$ cat src/rtl/i2s_apb_streamer.sv
// i2s_apb_streamer
//   APB master that shuttles audio samples between a valid/ready stream
//   interface and a memory-mapped I2S transceiver. The block polls the
//   transceiver status register, then either writes one Tx sample or reads
//   one Rx sample per decision. Tx wins whenever both directions are eligible.
//
// Ports
//   pclk      in   sole clock, rising edge
//   preset    in   asynchronous reset, active-high
//   en        in   enables transfer scheduling
//   tx_data   in   [31:0] sample to transmit
//   tx_valid  in   tx_data is valid
//   tx_ready  out  one-cycle pulse in DECIDE: tx_data accepted (combinational)
//   rx_data   out  [31:0] received sample, stable while rx_valid=1
//   rx_valid  out  rx_data is valid
//   rx_ready  in   sink accepts rx_data
//   paddr     out  [31:0] APB address
//   pwdata    out  [31:0] APB write data
//   pwrite    out  APB direction, 1 = write
//   penable   out  APB access phase
//   prdata    in   [31:0] APB read data, sampled at the end of the access phase
//   busy      out  high in every state except IDLE
module i2s_apb_streamer #(
  parameter logic [31:0] OFFSET    = 32'h0,
  parameter logic [31:0] TX_ADDR   = 32'h0,
  parameter logic [31:0] RX_ADDR   = 32'h4,
  parameter logic [31:0] STAT_ADDR = 32'h8
) (
  input  logic        pclk,
  input  logic        preset,
  input  logic        en,
  input  logic [31:0] tx_data,
  input  logic        tx_valid,
  output logic        tx_ready,
  output logic [31:0] rx_data,
  output logic        rx_valid,
  input  logic        rx_ready,
  output logic [31:0] paddr,
  output logic [31:0] pwdata,
  output logic        pwrite,
  output logic        penable,
  input  logic [31:0] prdata,
  output logic        busy
);

  localparam int unsigned AW = 32;
  localparam int unsigned DW = 32;
  localparam int unsigned FW = 4;

  // Absolute register addresses; the sums wrap modulo 2^32.
  localparam logic [AW-1:0] TX_PADDR   = AW'(OFFSET + TX_ADDR);
  localparam logic [AW-1:0] RX_PADDR   = AW'(OFFSET + RX_ADDR);
  localparam logic [AW-1:0] STAT_PADDR = AW'(OFFSET + STAT_ADDR);

  // Status flag bit positions: {tx_full, tx_empty, rx_full, rx_empty}
  localparam int unsigned FLAG_TX_FULL  = 3;
  localparam int unsigned FLAG_RX_EMPTY = 0;

  typedef enum logic [2:0] {
    IDLE,
    POLL_S,
    POLL_A,
    DECIDE,
    TX_S,
    TX_A,
    RX_S,
    RX_A
  } state_t;

  state_t        state_q;
  state_t        state_d;
  logic [FW-1:0] flags_q;
  logic [FW-1:0] flags_d;
  logic [AW-1:0] paddr_d;
  logic [DW-1:0] pwdata_d;
  logic          pwrite_d;
  logic          penable_d;
  logic [DW-1:0] rx_data_d;
  logic          rx_valid_d;
  logic          busy_d;
  logic          tx_grant_c;
  logic          rx_grant_c;

  // Arbitration in DECIDE: Tx first, Rx only when the sink slot is free.
  always_comb begin
    tx_grant_c = 1'b0;
    rx_grant_c = 1'b0;
    if (state_q == DECIDE) begin
      tx_grant_c = tx_valid && !flags_q[FLAG_TX_FULL];
      rx_grant_c = !tx_grant_c && !flags_q[FLAG_RX_EMPTY] && !rx_valid;
    end
  end

  // tx_ready must pulse in the DECIDE cycle itself, so it is the grant term.
  always_comb begin
    tx_ready = tx_grant_c;
  end

  // Next-state and next-output decode.
  always_comb begin
    state_d    = state_q;
    flags_d    = flags_q;
    paddr_d    = paddr;
    pwdata_d   = pwdata;
    pwrite_d   = 1'b0;
    penable_d  = 1'b0;
    rx_data_d  = rx_data;
    rx_valid_d = rx_valid && !rx_ready;

    unique case (state_q)
      IDLE: begin
        if (en) state_d = POLL_S;
      end
      POLL_S: begin
        state_d = POLL_A;
      end
      POLL_A: begin
        flags_d = prdata[FW-1:0];
        state_d = DECIDE;
      end
      DECIDE: begin
        if (tx_grant_c) begin
          pwdata_d = tx_data;
          state_d  = TX_S;
        end else if (rx_grant_c) begin
          state_d = RX_S;
        end else begin
          state_d = en ? POLL_S : IDLE;
        end
      end
      TX_S: begin
        state_d = TX_A;
      end
      TX_A: begin
        state_d = en ? POLL_S : IDLE;
      end
      RX_S: begin
        state_d = RX_A;
      end
      RX_A: begin
        rx_data_d  = prdata;
        rx_valid_d = 1'b1;
        state_d    = en ? POLL_S : IDLE;
      end
      default: begin
        state_d = IDLE;
      end
    endcase

    // Bus outputs are registered from the state being entered so that
    // paddr/pwrite/pwdata are stable across both phases of a transfer.
    unique case (state_d)
      POLL_S, POLL_A: begin
        paddr_d = STAT_PADDR;
      end
      TX_S, TX_A: begin
        paddr_d  = TX_PADDR;
        pwrite_d = 1'b1;
      end
      RX_S, RX_A: begin
        paddr_d = RX_PADDR;
      end
      default: begin
      end
    endcase

    penable_d = (state_d == POLL_A) || (state_d == TX_A) || (state_d == RX_A);
    busy_d    = (state_d != IDLE);
  end

  // State and registered outputs.
  always_ff @(posedge pclk or posedge preset) begin
    if (preset) begin
      state_q  <= IDLE;
      flags_q  <= '0;
      paddr    <= '0;
      pwdata   <= '0;
      pwrite   <= 1'b0;
      penable  <= 1'b0;
      rx_data  <= '0;
      rx_valid <= 1'b0;
      busy     <= 1'b0;
    end else begin
      state_q  <= state_d;
      flags_q  <= flags_d;
      paddr    <= paddr_d;
      pwdata   <= pwdata_d;
      pwrite   <= pwrite_d;
      penable  <= penable_d;
      rx_data  <= rx_data_d;
      rx_valid <= rx_valid_d;
      busy     <= busy_d;
    end
  end

endmodule

$ cat config.mk
export PLATFORM = sky130hd
export DESIGN_NAME = i2s_apb_streamer
export DESIGN_NICKNAME = d
export VERILOG_FILES = /design/src/rtl/i2s_apb_streamer.sv
export SDC_FILE = /design/constraint.sdc
export NUM_CORES = 1
export LEC_CHECK = 0
export CORE_ASPECT_RATIO = 2
export CORE_MARGIN = 2
export CORE_UTILIZATION = 36
export DETAILED_ROUTE_END_ITERATION = 12
export PLACE_DENSITY = 0.77
export SLEW_MARGIN = 25
export SYNTH_ARGS = -nofsm -noshare
export SYNTH_HDL_FRONTEND = slang
export SYNTH_SLANG_ARGS = --single-unit
$ cat constraint.sdc
create_clock -name pclk -period 2.4 [get_ports pclk]
set_input_delay 0.6 -clock pclk [delete_from_list [all_inputs] [get_ports pclk]]
set_output_delay 0.6 -clock pclk [all_outputs]
set_load 0.005 [all_outputs]
==> metrics, run 1 <==
top-area cell type share of the netlist area 56.9%; Largest delay share family, worst path buffers and inverters; Row Count 49; Worst path max stage delay 480 ps; largest net degree at the start of global routing 76; worst r2r src state_q[2]$_DFF_PP0_; number of standard cells in the final layout excluding fillers 477; hold depth 1; max-slew violation total from the final report 0; clock edge transition at the registers on the reported setup and hold paths 60 ps; Pwr Density 1250 nW/um^2; highest net fanout along the worst path 2; I/O Pins 170; leak pwr 2.18 nW; share of the clock period used by the worst path after layout 93.2%; DRT iter0 DRCs 78; detailed placer's ending HPWL 5700 microns; Period minus WS final 2240 ps; number of warnings printed during yosys synthesis 0; register-to-register setup slack 620 ps; clock net sink count 75; unrepaired setup endpoints after global routing no; Crit path buffers/inverters 3; critical path endpoint category output pin; final WL 7740 microns; Req. time, crit path 1800 ps; floorplan die area 9990 sq um; global-route congestion overflow total 0; Avg Cell Area, Syn 14.7 sq um; CORE AREA 8950 sq um; fmax 447 MHz; P&R area growth vs syn 50.6%; count of input and output buffers 139; number of enable-type register cells in the synthesized netlist 0; remaining design rule violation count 0; kind of critical path input port to output pin; DRT antenna net count 0; capturing point of the worst reg2reg path pwdata[29]$_DFFE_PP0P_; Die X-Extent 71.7 microns; Hold Vio Cnt, Final 0; most repeated cell in the gate-level netlist after synthesis sky130_fd_sc_hd__dfrtp_1; mean routed wirelength per cell 16.2 microns; sink of the worst hold path rx_data[15]$_DFFE_PP0P_; number of global-route vias before repair 2340; H-Tree Depth 3; Max Clock Skew 6.26 ps; transition time of the tightest slew-check pin 552 ps; placed cell count 460; maximum vdd ir drop 0.000703 V; initial antenna violation count 0; starting utilization of the core area 36.8%; final-report setup violation count 0; type of the worst min-delay path flop to flop; cell types occupying the most area after synthesis sky130_fd_sc_hd__dfrtp_1 (57%), sky130_fd_sc_hd__mux2_4 (13%), sky130_fd_sc_hd__mux2_2 (13%); synthesized instance count 224; critical path, cell by cell clkdlybuf4s50_1 > nor2b_4 > nand3_2 > inv_4 > dlygate4sd2_1; share of layout cells above drive strength 1 25.1%; routed vias 2190; Max transition margin 63.2%; Worst R2R Path Depth 5; sequential fraction of the synthesis area 56.9%; CTS Hold Buffers Added 0; Pre-antenna DRT Iters 4; GRT Total Usage 15.7%; buffer depth of the longest clock path 2; GPL Wtd Cong 0.779; worst endpoint data arrival time 1640 ps; placement-stage cell area 4660 sq um; commonest register cell after synthesis sky130_fd_sc_hd__dfrtp_1; post-synthesis async set-or-reset flop share 100%; Final Cell Area 4970 sq um; chip height 139 microns; outcome completed; post-synth design cell area 3300 sq um; number of storage elements in the synthesis netlist 75; distinct cell type count of the synthesized netlist 32; ratio of routed vias to standard cells 4.59; count of inserted antenna diode cells 0; buffer type at the clock tree root sky130_fd_sc_hd__clkbuf_16; leading cell types by count after synthesis sky130_fd_sc_hd__dfrtp_1 (75), sky130_fd_sc_hd__mux2_2 (37), sky130_fd_sc_hd__buf_4 (31); clock tree from TritonCTS yes; startpoint of the most critical hold path rx_data[15]$_DFFE_PP0P_; number of nets in the finished design 439; first-pass GRT wire length 11800 microns; number of max-cap violations 0; cell with the biggest individual delay on the critical path sky130_fd_sc_hd__clkdlybuf4s50_1; area leader, netlist sky130_fd_sc_hd__dfrtp_1; Worst-Skew Late Latency 330 ps; total clock buffers created by CTS 9; CP startpoint kind input port
power by group:
part | switching [mW] | internal, mW
Sequential | 0.339 | 1.90
Clock | 0.498 | 0.827
Combinational | 0.824 | 1.84
Total | 1.66 | 4.56
cell families after synthesis:
group	share of synthesized area (%)
other	0.114
muxes	25.8
AOI/OAI and AO/OA	2.92
and+or+nand+nor	3.64
buffers and inverters	10.6
DFF	56.9
state kept, by name (all words and copies together) (netlist names):
register and cells:
rx_valid 1, flags_q 2, state_q 3, penable 1, pwrite 1, paddr 2, rx_data 32, pwdata 32
busy 1
stage by stage:
| step | worst slack, ps | power [mW] | utilization (%) | hold WS [ps] | setup TNS, ps |
|---|---|---|---|---|---|
| after global placement | -194 | 4.82 | 52.1 | 486 | -1240 |
| after floorplan | 629 | 3.43 | - | 481 | 0 |
| final | 163 | 6.22 | 55.5 | 504 | 0 |
| after global routing | 104 | 6.56 | 55.5 | 519 | 0 |
| after CTS | 158 | 6.30 | 55.5 | 507 | 0 |
| after detailed placement | -201 | 4.93 | 52.1 | 493 | -2140 |
area by class of cell:
type | instances | area, sq um
Fill cell | 770 | 3980
Sequential cell | 75 | 1880
Inverter | 5 | 25.0
Tap cell | 102 | 128
Multi-Input combinational cell | 133 | 1190
Clock buffer | 11 | 243
Timing Repair Buffer | 146 | 1460
Clock inverter | 5 | 52.6
metal layers:
metal | global-route usage, % | vias up | share of wire (%)
li1 | - | 997 | -
met1 | 15.9 | 1069 | 34
met2 | 28.2 | 112 | 57
met3 | 4.92 | 12 | 6.8
met4 | 7.65 | 0 | 2.3
met5 | 0 | - | 0
worst reg2reg max path, cell delays in order, from the launching register on:
cell and delay, ps:
sky130_fd_sc_hd__dfrtp_1 380, sky130_fd_sc_hd__and2b_1 230, sky130_fd_sc_hd__nand3_2 110, sky130_fd_sc_hd__inv_4 70, sky130_fd_sc_hd__buf_4 460, sky130_fd_sc_hd__mux2_2 410
timing repair:
item | in CTS | in global routing
resized for setup | 3 | 0
endpoints found under the hold margin | 0 | 0
setup endpoints to repair | 1 | 0
buffers inserted | 1 | 0
how the worst max path moves through the flow:
stage,cells after the start,slack (ps),to,from
6_report,5,160,tx_ready,tx_valid
5_1_grt,5,100,tx_ready,tx_valid
3_5_place_dp,5,-200,tx_ready,tx_valid
2_1_floorplan,4,630,tx_ready,tx_valid
3_3_place_gp,5,-190,tx_ready,tx_valid
4_1_cts,5,160,tx_ready,tx_valid
cells in the final DEF (no fill, tap or decap), drive strengths merged, types with 2 or more instances in the layout:
master / synthesis / final
o21ai: 5 / 5
mux2: 66 / 66
clkdlybuf4s50: 0 / 138
clkinv: 0 / 3
clkbuf: 1 / 11
nand2: 2 / 2
a211oi: 2 / 2
buf: 39 / 7
conb: 1 / 30
nor2: 5 / 5
inv: 5 / 4
clkinvlp: 0 / 2
dfrtp: 75 / 75
a21oi: 4 / 4
nand2b: 4 / 4
nand3: 3 / 3
No activity file was read; power rests on OpenSTA's default activity.
==> inputs of run 2 (changes only) <==
Settings changed: SLEW_MARGIN 25 to not set, TNS_END_PERCENT set to 5.
==> results of run 2 <==
The final DEF is identical to that of run 1; final timing and power are the same.
==> inputs of run 3 (changes only) <==
Settings changed: ABC_AREA set to 1, CORE_UTILIZATION 36 to 33, PLACE_DENSITY 0.77 to 0.72.
==> metrics, run 3 <==
unrepaired setup endpoints after global routing no; number of standard cells in the final layout excluding fillers 577; sequential fraction of the synthesis area 58.1%; post-synthesis async set-or-reset flop share 100%; share of layout cells above drive strength 1 13.3%; worst r2r src state_q[2]$_DFF_PP0_; number of nets in the finished design 509; number of enable-type register cells in the synthesized netlist 0; CTS Hold Buffers Added 0; commonest register cell after synthesis sky130_fd_sc_hd__dfrtp_1; Avg Cell Area, Syn 11.0 sq um; fmax 437 MHz; kind of critical path input port to output pin; largest net degree at the start of global routing 45; top-area cell type share of the netlist area 58.1%; Req. time, crit path 1800 ps; count of input and output buffers 139; CORE AREA 9640 sq um; DRT iter0 DRCs 85; share of the clock period used by the worst path after layout 95.3%; WHS 477 ps; Hold Vio Cnt, Final 0; Period minus WS final 2290 ps; largest registers pwdata (32), rx_data (32), state_q (3); outcome completed; clock net sink count 75; chip height 144 microns; global-route congestion overflow total 0; sink of the worst hold path pwdata[8]$_DFFE_PP0P_; startpoint of the most critical hold path pwdata[8]$_DFFE_PP0P_; placement-stage cell area 4630 sq um; starting utilization of the core area 33.5%; placed cell count 561; maximum vdd ir drop 0.000554 V; transition time of the tightest slew-check pin 639 ps; Max Clock Skew 10.1 ps; mean routed wirelength per cell 14.3 microns; P&R area growth vs syn 53.9%; synthesized instance count 295; detailed placer's ending HPWL 6170 microns; DRT antenna net count 0; initial antenna violation count 0; total clock buffers created by CTS 9; leading cell types by count after synthesis sky130_fd_sc_hd__nand2_1 (111), sky130_fd_sc_hd__dfrtp_1 (75), sky130_fd_sc_hd__buf_4 (31); Pwr Density 1260 nW/um^2; post-synth design cell area 3230 sq um; Final Cell Area 4970 sq um; number of storage elements in the synthesis netlist 75; area leader, netlist sky130_fd_sc_hd__dfrtp_1; GRT Total Usage 15.8%; number of max-cap violations 0; first-pass GRT wire length 12700 microns; floorplan die area 10600 sq um; CP startpoint kind input port; buffer depth of the longest clock path 2; clock edge transition at the registers on the reported setup and hold paths 60 ps; clock tree from TritonCTS yes; capturing point of the worst reg2reg path rx_data[24]$_DFFE_PP0P_; distinct cell type count of the synthesized netlist 21; remaining design rule violation count 0; critical path endpoint category output pin; most common library cell in the layout ignoring fill and taps sky130_fd_sc_hd__clkdlybuf4s50_1; Worst path max stage delay 490 ps; Pre-antenna DRT Iters 4; Worst R2R Path Depth 2; H-Tree Depth 3; I/O Pins 170; most repeated cell in the gate-level netlist after synthesis sky130_fd_sc_hd__nand2_1; final WL 8280 microns; buffer type at the clock tree root sky130_fd_sc_hd__clkbuf_16; ratio of routed vias to standard cells 4.28; summed negative setup slack over all endpoints 0 ps; hold depth 2; number of global-route vias before repair 2575; routed vias 2471; type of the worst min-delay path flop to flop; worst endpoint data arrival time 1690 ps; Row Count 51; Die X-Extent 74.0 microns; Worst-Skew Late Latency 330 ps; count of inserted antenna diode cells 0; cell types occupying the most area after synthesis sky130_fd_sc_hd__dfrtp_1 (58%), sky130_fd_sc_hd__nand2_1 (13%), sky130_fd_sc_hd__mux2_4 (12%); highest net fanout along the worst path 2; critical path, cell by cell clkdlybuf4s50_1 > inv_1 > nor2_1 > nand2_2 > clkinv_2 > dlygate4sd2_1; GPL Wtd Cong 0.803; Max transition margin 57.4%; most frequent cells in the layout sky130_fd_sc_hd__clkdlybuf4s50_1 (138), sky130_fd_sc_hd__nand2_1 (111), sky130_fd_sc_hd__dfrtp_1 (75); cell with the biggest individual delay on the critical path sky130_fd_sc_hd__clkdlybuf4s50_1; number of warnings printed during yosys synthesis 0; final-report setup violation count 0; max-slew violation total from the final report 0; register-to-register setup slack 760 ps; leak pwr 2.43 nW
-- run 3: cell types whose count changed after synthesis, moves of 3 or more --
cell                       before  now
sky130_fd_sc_hd__mux2_4        29   25
sky130_fd_sc_hd__mux2_2        37    5
sky130_fd_sc_hd__buf_12         3    0
sky130_fd_sc_hd__inv_1          3   14
sky130_fd_sc_hd__buf_6          1    5
sky130_fd_sc_hd__nand2b_1       4    0
sky130_fd_sc_hd__nand3_1        1    4
sky130_fd_sc_hd__nand2_1        2  111
-- run 3: cell families (layout without fill, tap and decap cells) --
family                 count (synthesis)  in the layout  share of synthesized area [%]
other                                  1             30                          0.116
AOI/OAI and AO/OA                      9              9                           1.63
and+or+nand+nor                      126            126                           15.6
muxes                                 30             30                           13.4
DFF                                   75             75                           58.1
buffers and inverters                 54            175                           11.2
-- run 3: how the worst max path moves through the flow --
stage          cells past startpoint      from       end
3_3_place_gp                       6  tx_valid  tx_ready
4_1_cts                            6  tx_valid  tx_ready
2_1_floorplan                      5  tx_valid  tx_ready
3_5_place_dp                       6  tx_valid  tx_ready
6_report                           6  tx_valid  tx_ready
5_1_grt                            6  tx_valid  tx_ready
-- run 3: worst max-delay path: cells and delay by family --
kind | cells | cell delay [ps]
AND/OR/NAND/NOR | 2 | 230
buffers and inverters | 4 | 850
-- run 3: per-stage QoR --
step	total power, mW	setup slack [ps]	util (%)
floorplan	3.32	689	-
global placement	4.68	-189	48.1
detailed placement	4.78	-182	48.1
CTS	6.35	85.8	51.6
global route	6.66	37.7	51.6
finish	6.27	113	51.6
-- run 3: metal layers --
layer,GRT usage (%),vias up,routed length (microns)
met2,28.5,106,4680
met5,0,-,0
met4,8.13,0,262
met1,16.7,1195,2930
met3,2.95,17,398
li1,-,1153,-
-- run 3: what timing repair did --
action                     in CTS  in global routing
setup endpoints to repair       1                  0
buffers inserted                0                  0
resized for setup               1                  0
-- run 3: cell type report --
cell class | count | area (sq um)
Sequential cell | 75 | 1880
Multi-Input combinational cell | 195 | 1100
Clock inverter | 7 | 116
Inverter | 15 | 61.3
Timing Repair Buffer | 144 | 1430
Clock buffer | 9 | 225
Tap cell | 132 | 165
Fill cell | 865 | 4660
-- run 3: where the power goes --
group          total [mW]  switching [mW]  leakage (nW)  internal [mW]
Clock                1.53           0.517         0.165           1.01
Sequential           2.21           0.346         0.914           1.86
Combinational        2.53           0.933          1.35           1.60
Total                6.27            1.80          2.43           4.48
